<file path="config.mk">
export PLATFORM = sky130hd
export DESIGN_NAME = half_subtractor
export DESIGN_NICKNAME = d
export VERILOG_FILES = /design/src/rtl/half_subtractor.sv
export SDC_FILE = /design/constraint.sdc
export NUM_CORES = 1
export LEC_CHECK = 0
export BUFFER_PORTS_ARGS = -buffer_cell sky130_fd_sc_hd__clkbuf_2
export CAP_MARGIN = 20
export CORE_MARGIN = 2
export CORE_UTILIZATION = 51
export DETAILED_ROUTE_END_ITERATION = 6
export GPL_TIMING_DRIVEN = 0
export PLACE_DENSITY = 0.8
export SLEW_MARGIN = 20
export SYNTH_ARGS = -nofsm -noshare
export SYNTH_HDL_FRONTEND = slang
export SYNTH_SLANG_ARGS = --single-unit
</file>
<file path="constraint.sdc">
create_clock -name clk -period 1.9 [get_ports clk]
set_input_delay 0.38 -clock clk [delete_from_list [all_inputs] [get_ports clk]]
set_output_delay 0.38 -clock clk [all_outputs]
set_load 0.01 [all_outputs]
</file>
<file path="src/rtl/half_subtractor.sv">
// Multi-lane registered half subtractor with a saturating count of
// accepted results that produced any borrow.
module half_subtractor #(
   parameter int unsigned WIDTH = 1,
   parameter int unsigned CNT_W = 16
) (
   input  logic             clk,
   input  logic             rst,
   input  logic [WIDTH-1:0] a,
   input  logic [WIDTH-1:0] b,
   input  logic             in_valid,
   output logic [WIDTH-1:0] diff,
   output logic [WIDTH-1:0] borrow,
   output logic             out_valid,
   output logic             borrow_any,
   output logic [CNT_W-1:0] borrow_cnt
);

   logic [WIDTH-1:0] diff_d, diff_q;
   logic [WIDTH-1:0] borrow_d, borrow_q;
   logic             any_d, any_q;
   logic             valid_q;
   logic [CNT_W-1:0] cnt_d, cnt_q;

   always_comb begin
      diff_d   = a ^ b;
      borrow_d = ~a & b;
      any_d    = |borrow_d;
      cnt_d    = cnt_q;
      // Stop at all-ones so the count never wraps back to zero.
      if (in_valid && any_d && !(&cnt_q)) begin
         cnt_d = cnt_q + CNT_W'(1);
      end
   end

   always_ff @(posedge clk) begin
      if (rst) begin
         diff_q   <= '0;
         borrow_q <= '0;
         any_q    <= 1'b0;
         valid_q  <= 1'b0;
         cnt_q    <= '0;
      end else begin
         valid_q <= in_valid;
         cnt_q   <= cnt_d;
         if (in_valid) begin
            diff_q   <= diff_d;
            borrow_q <= borrow_d;
            any_q    <= any_d;
         end
      end
   end

   assign diff       = diff_q;
   assign borrow     = borrow_q;
   assign borrow_any = any_q;
   assign out_valid  = valid_q;
   assign borrow_cnt = cnt_q;

endmodule

</file>
==> results.tsv, run 1 <==
stage	metric	value	unit
clocking	postCtsSetupBuffers	0	
placement	gp_congestion	0.7957	
logic_synthesis	syn-mean-instance-area	9.114	um^2
timing	setup_viol	0	
timing	fmaxAchievable	562.3	MHz
logic_synthesis	synth_top_cell_area_share	0.3829	
layout	final_core_util	0.6653	
layout	fill_cells	161	
timing	relSlewSlack	0.6476	
clocking	clkLatencyLatePin	290	ps
critical_path	crit_fanout	6	
clocking	cts_made_buffers	3	
logic_synthesis	ys_seq_area_frac	0.3829	
detailed_routing	remaining_drc_errors	0	
layout	area_growth	19.40	%
power_and_ir_drop	ir_worst_vdd	500.2	uV
timing	hold_ws	331.4	ps
global_route	grt_max_degree	11	
logic_synthesis	synthSimpleGateAreaFrac	0.3589	
detailed_routing	ant_nets	0	
logic_synthesis	netlist_area	993.5	um^2
clocking	clockBufferDepth	2	
hold_path	hold_depth	2	
layout	drive_above_1_share	0.2734	
hold_path	worstHoldStart	in_valid	
logic_synthesis	synth_adder_area_share	0.02519	
critical_path	path_class	reg -> reg	
logic_synthesis	synth_top_cell_by_area	dfxtp_1	
critical_path	worstPathRequired	2090	ps
timing	layout_min_cycle_time	1778	ps
logic_synthesis	syn-num-nets	116	
logic_synthesis	muxShareOfSynthArea	0.02141	
placement	port_buffers	24	
hold_path	min_to	diff	
power_and_ir_drop	power_density	549.0	mW/mm^2
critical_path	arrival	1970	ps
timing	fin_skew	2.129	ps
hold_path	hold_class	in -> reg	
timing	fin_crit_sh	0.9360	
logic_synthesis	synthDistinctLibCells	36	
clocking	cts_num_sinks	19	
timing	setup_tns	0	ps
logic_synthesis	synth_top_family_by_area	simple AND/OR/NAND/NOR gates	
critical_path	rr_endpoint	borrow_cnt[15]	
timing	hold_violations	0	
timing	drv_slew	0	
clocking	hold_buffers	0	
logic_synthesis	ys_warn_count	0	
critical_path	rr_worst_depth	5	
global_route	grt_pass1_vias	791	
detailed_routing	via_count	952	
layout	antenna-diode-count	0	
logic_synthesis	synth_compound_area_frac	0.1763	
global_route	track_usage	0.2197	
global_route	antenna_found_initial	0	
detailed_routing	drt_iter0_drc	12	
critical_path	r2r-start	borrow_cnt[1]	
floorplanning	ios	25	
layout	fin_nets	147	
run	maxCapViolCount	0	
floorplanning	design.die.area	0.002317	mm^2
status	status	finished clean	
logic_synthesis	synth_xor_area_frac	0	
floorplanning	start_util	0.5572	
clocking	clk_pin_slew	110	ps
power_and_ir_drop	leakagePower	0.4902	nW
global_route	grt_pass1_wl	3.574	mm
critical_path	crit_path_start_kind	flip-flop	
timing	rsz0062_at_grt	false	
critical_path	rrSetupSlack	120	ps
placement	dp_hpwl	1.651	mm
clocking	cts.repair.resized	0	
detailed_routing	via_per_inst	5.805	
placement	detailedPlace.worstSlack	53.39	ps
clocking	h-tree-depth	1	
critical_path	cp-end-kind	flip-flop	
global_route	gr-total-overflow	0	
floorplanning	design.core.area	0.001783	mm^2
clocking	clock-root-buffer	clkbuf_4	
logic_synthesis	synth_seq_cells	19	
timing	tightestPinTransition	526.3	ps
detailed_routing	first_pass_iters	4	
logic_synthesis	synth.area.top_cells	dfxtp_1 38%, a21oi_1 5.5%, nor4_4 4.3%	
layout	layout_common_cells	24 x clkbuf_2, 19 x dfxtp_1, 11 x a21oi_1, 6 x nor2_1	
clocking	cts_tree	done	
floorplanning	die_x	48.14	um
layout	layout_commonest_cell	clkbuf_2	
logic_synthesis	syn_inst	109	
detailed_routing	wire_per_inst	13.80	um
floorplanning	die_y	48.14	um
detailed_routing	drt_wl_total	2.264	mm
floorplanning	rows	15	
timing	layout_setup_ws	121.5	ps
==> worst max path at each step <==
stage,from,endpoint,slack (ps),cells past startpoint
after floorplan,borrow_cnt[0],borrow_cnt[15],200,5
after global placement,a,borrow_cnt[12],120,7
after detailed placement,a,borrow_cnt[12],50,7
after CTS,borrow_cnt[1],borrow_cnt[15],70,5
after global routing,borrow_cnt[0],borrow_cnt[14],4,5
final,borrow_cnt[1],borrow_cnt[15],120,5
==> report_power, final <==
part	internal, W	switching (W)	total [W]
logic	0.0000158	0.0000224	0.0000383
clock network	0.0000817	0.000125	0.000206
registers	0.000403	0.00000346	0.000407
==> cells in the mapped netlist <==
cell type,instances
a211oi_1,4
a21oi_1,11
a311oi_1,1
a31oi_1,2
a41o_1,1
and2_1,1
and3_1,3
and3b_1,1
and4_1,3
buf_2,1
buf_4,1
clkbuf_1,2
dfxtp_1,19
ha_1,2
inv_1,4
mux2_1,1
mux2i_1,1
nand2_1,5
nand2b_1,3
nand3_1,3
nand3_2,1
nand4_1,4
nand4_2,2
nor2_1,6
nor2b_1,3
nor3_1,3
nor3_2,1
nor3b_1,1
nor3b_2,1
nor4_1,1
nor4_4,2
o2111a_1,1
o21ai_0,2
o31ai_1,5
or3_1,3
or4_1,4
==> per-layer routing <==
layer	wire length, um	GRT usage
met1	1084	0.2971
met2	1075	0.3547
met3	98	0.05556
met4	6	0.04865
met5	0	0
==> flip-flops by register name, summed over array words and instances, names as in the netlist <==
name,flops
borrow_cnt,16
diff,1
borrow_any,1
out_valid,1
==> logic make-up after synthesis <==
family	after synthesis
AOI/OAI and AO/OA	27
adders and majority gates	2
buffers and inverters	8
DFF	19
muxes	2
and+or+nand+nor	51
==> critical path: stages, from the launching register on <==
cell	delay (ps)
dfxtp_1	410
ha_1	220
nand3_2	180
nor4_4	450
nor4_1	110
mux2_1	310
==> stage by stage <==
step / area [um^2] / total power [W] / cells
floorplan: 993.5 / 0.0004373 / 109
global placement: 1145 / 0.0004523 / 158
detailed placement: 1145 / 0.0004541 / 158
CTS: 1171 / 0.0006559 / 162
global route: 1186 / 0.0006724 / 164
finish: 1186 / 0.0006512 / 164
==> cell type report <==
class                           count  area, um^2  area share
Buffer                              4       20.02     0.01688
Clock buffer                        4       26.28     0.02215
Timing Repair Buffer               26       135.1      0.1139
Multi-Input combinational cell     82       578.1      0.4873
Tap cell                           25       31.28     0.02637
Inverter                            4       15.01     0.01266
Sequential cell                    19       380.4      0.3207
(Power assumes the default switching activity.)
==> inputs of run 2 (changes only) <==
- CELL_PAD_IN_SITES_DETAIL_PLACEMENT: not set -> 0
- CELL_PAD_IN_SITES_GLOBAL_PLACEMENT: not set -> 2
- CORE_UTILIZATION: 51 -> 30
- PLACE_DENSITY: 0.8 -> 0.79
==> results.tsv, run 2 (same netlist as run 1, synthesis figures left out) <==
stage	metric	value	unit	change
run	maxCapViolCount	0		unchanged
floorplanning	rows	20		+5
power_and_ir_drop	leakagePower	0.4902	nW	unchanged
layout	drive_above_1_share	0.2734		unchanged
timing	relSlewSlack	0.6381		-0.009547
timing	drv_slew	0		unchanged
global_route	antenna_found_initial	0		unchanged
global_route	grt_max_degree	11		unchanged
layout	layout_common_cells	24 x clkbuf_2, 19 x dfxtp_1, 11 x a21oi_1, 6 x nor2_1		
layout	fin_nets	147		unchanged
critical_path	path_class	reg -> reg		
clocking	postCtsSetupBuffers	0		unchanged
detailed_routing	first_pass_iters	4		unchanged
critical_path	crit_top_cell	buf_4		
clocking	cts.repair.resized	0		unchanged
timing	setup_tns	0	ps	unchanged
floorplanning	ios	25		unchanged
layout	multi_input_area	578.1	um^2	unchanged
detailed_routing	remaining_drc_errors	0		unchanged
placement	gp_congestion	0.7866		-1.1%
status	status	finished clean		
timing	fin_crit_sh	0.9461		+0.01005
floorplanning	start_util	0.3202		-0.2370
timing	rsz0062_at_grt	false		
clocking	clkLatencyLatePin	300	ps	about the same
clocking	cts_num_sinks	19		unchanged
global_route	gr-total-overflow	0		unchanged
timing	layout_min_cycle_time	1798	ps	+19.10 ps
global_route	grt_pass1_vias	781		-1.3%
timing	setup_viol	0		unchanged
timing	fmaxAchievable	556.3	MHz	-1.1%
detailed_routing	drt_iter0_drc	42		+30
detailed_routing	ant_nets	0		unchanged
timing	tightestPinTransition	542.9	ps	+16.63 ps
critical_path	worstPathRequired	2140	ps	+50 ps
power_and_ir_drop	power_density	544.4	mW/mm^2	-0.84%
critical_path	path_cells	ha_1, nand3_2, nor4_4, buf_4, buf_4, or4_1, a21oi_1		
critical_path	cp-end-kind	flip-flop		
global_route	grt_pass1_wl	3.808	mm	+6.5%
timing	fin_skew	1.274	ps	-0.8547 ps
layout	antenna-diode-count	0		unchanged
clocking	clk_pin_slew	110	ps	about the same
clocking	clockBufferDepth	2		unchanged
detailed_routing	via_per_inst	5.251		-9.5%
power_and_ir_drop	ir_worst_vdd	139.2	uV	-72%
placement	port_buffers	24		unchanged
layout	final_core_util	0.3899		-0.2753
layout	largest_reg_flops	16		unchanged
clocking	cts_made_buffers	3		unchanged
floorplanning	design.die.area	0.003788	mm^2	+63%
layout	area_growth	21.79	%	
critical_path	arrival	2040	ps	+70 ps
clocking	cts_tree	done		
critical_path	critPathSlowestCell	or4_1		
layout	final-seq-area	380.4	um^2	unchanged
critical_path	slowest_delay	460	ps	about the same
floorplanning	die_y	61.55	um	+28%
hold_path	hold_class	in -> reg		
layout	final_cell_count_no_fill	183		+12%
critical_path	crit_fanout	7		+1
clocking	h-tree-depth	1		unchanged
floorplanning	die_x	61.55	um	+28%
clocking	clock-root-buffer	clkbuf_4		
detailed_routing	drt_wl_total	2.415	mm	+6.7%
floorplanning	design.core.area	0.003103	mm^2	+74%
layout	layout_commonest_cell	clkbuf_2		
placement	placedCellCount	177		+12%
global_route	track_usage	0.1377		-0.08203
layout	fill_cells	347		+120%
clocking	hold_buffers	0		unchanged
detailed_routing	wire_per_inst	13.20	um	-4.4%
placement	dp_hpwl	1.695	mm	+2.6%
detailed_routing	via_count	961		+0.95%
critical_path	crit_path_start_kind	flip-flop		
timing	hold_violations	0		unchanged
## run 2: routing by layer
metal / track usage / up-vias / share of wire
met4: 0.06383 / 0 / 0.019
met2: 0.2015 / 29 / 0.41
met3: 0.02731 / 5 / 0.048
li1: - / 485 / -
met5: 0 / - / 0
met1: 0.1932 / 442 / 0.52
## run 2: worst max-delay path: cells and delay by family (launching register included)
kind / cells / cell delay, ps
flip-flops: 1 / 360
AND/OR/NAND/NOR: 3 / 690
adder cells (fa/ha/maj): 1 / 240
buffers and inverters: 2 / 290
AO/OA/AOI/OAI: 1 / 140
## run 2: metrics by stage
| step | hold slack (ps) | total power, W | cell area (um^2) | worst slack (ps) |
|---|---|---|---|---|
| 2_1_floorplan | 474.6 | 0.0004373 | 993.5 | 203.8 |
| 3_3_place_gp | 466.7 | 0.0004540 | 1169 | 18.72 |
| 3_5_place_dp | 475.9 | 0.0004542 | 1169 | 35.79 |
| 4_1_cts | 306.9 | 0.0006671 | 1195 | 19.45 |
| 5_1_grt | 316.9 | 0.0006918 | 1210 | 2.351 |
| 6_report | 310.6 | 0.0006587 | 1210 | 102.4 |
## run 2: power by group
| group | switching (W) | internal [W] | total (W) |
|---|---|---|---|
| combinational | 0.0000225 | 0.0000158 | 0.0000383 |
| sequential | 0.00000311 | 0.000403 | 0.000406 |
| clock | 0.000132 | 0.0000819 | 0.000214 |
| total | 0.000158 | 0.000501 | 0.000659 |
## run 2: layout make-up
cell class,count,share of cell area
Inverter,4,0.01241
Clock buffer,4,0.02172
Multi-Input combinational cell,82,0.4778
Buffer,4,0.01655
Tap cell,44,0.04550
Timing Repair Buffer,26,0.1117
Sequential cell,19,0.3144
## run 2: path summary, 6_finish.rpt
check,from,end,slack [ps],cells after the start
max reg2reg,borrow_cnt[0],borrow_cnt[9],100,7
max,borrow_cnt[0],borrow_cnt[9],100,7
min reg2reg,diff,diff,480,2
min,in_valid,diff,310,2
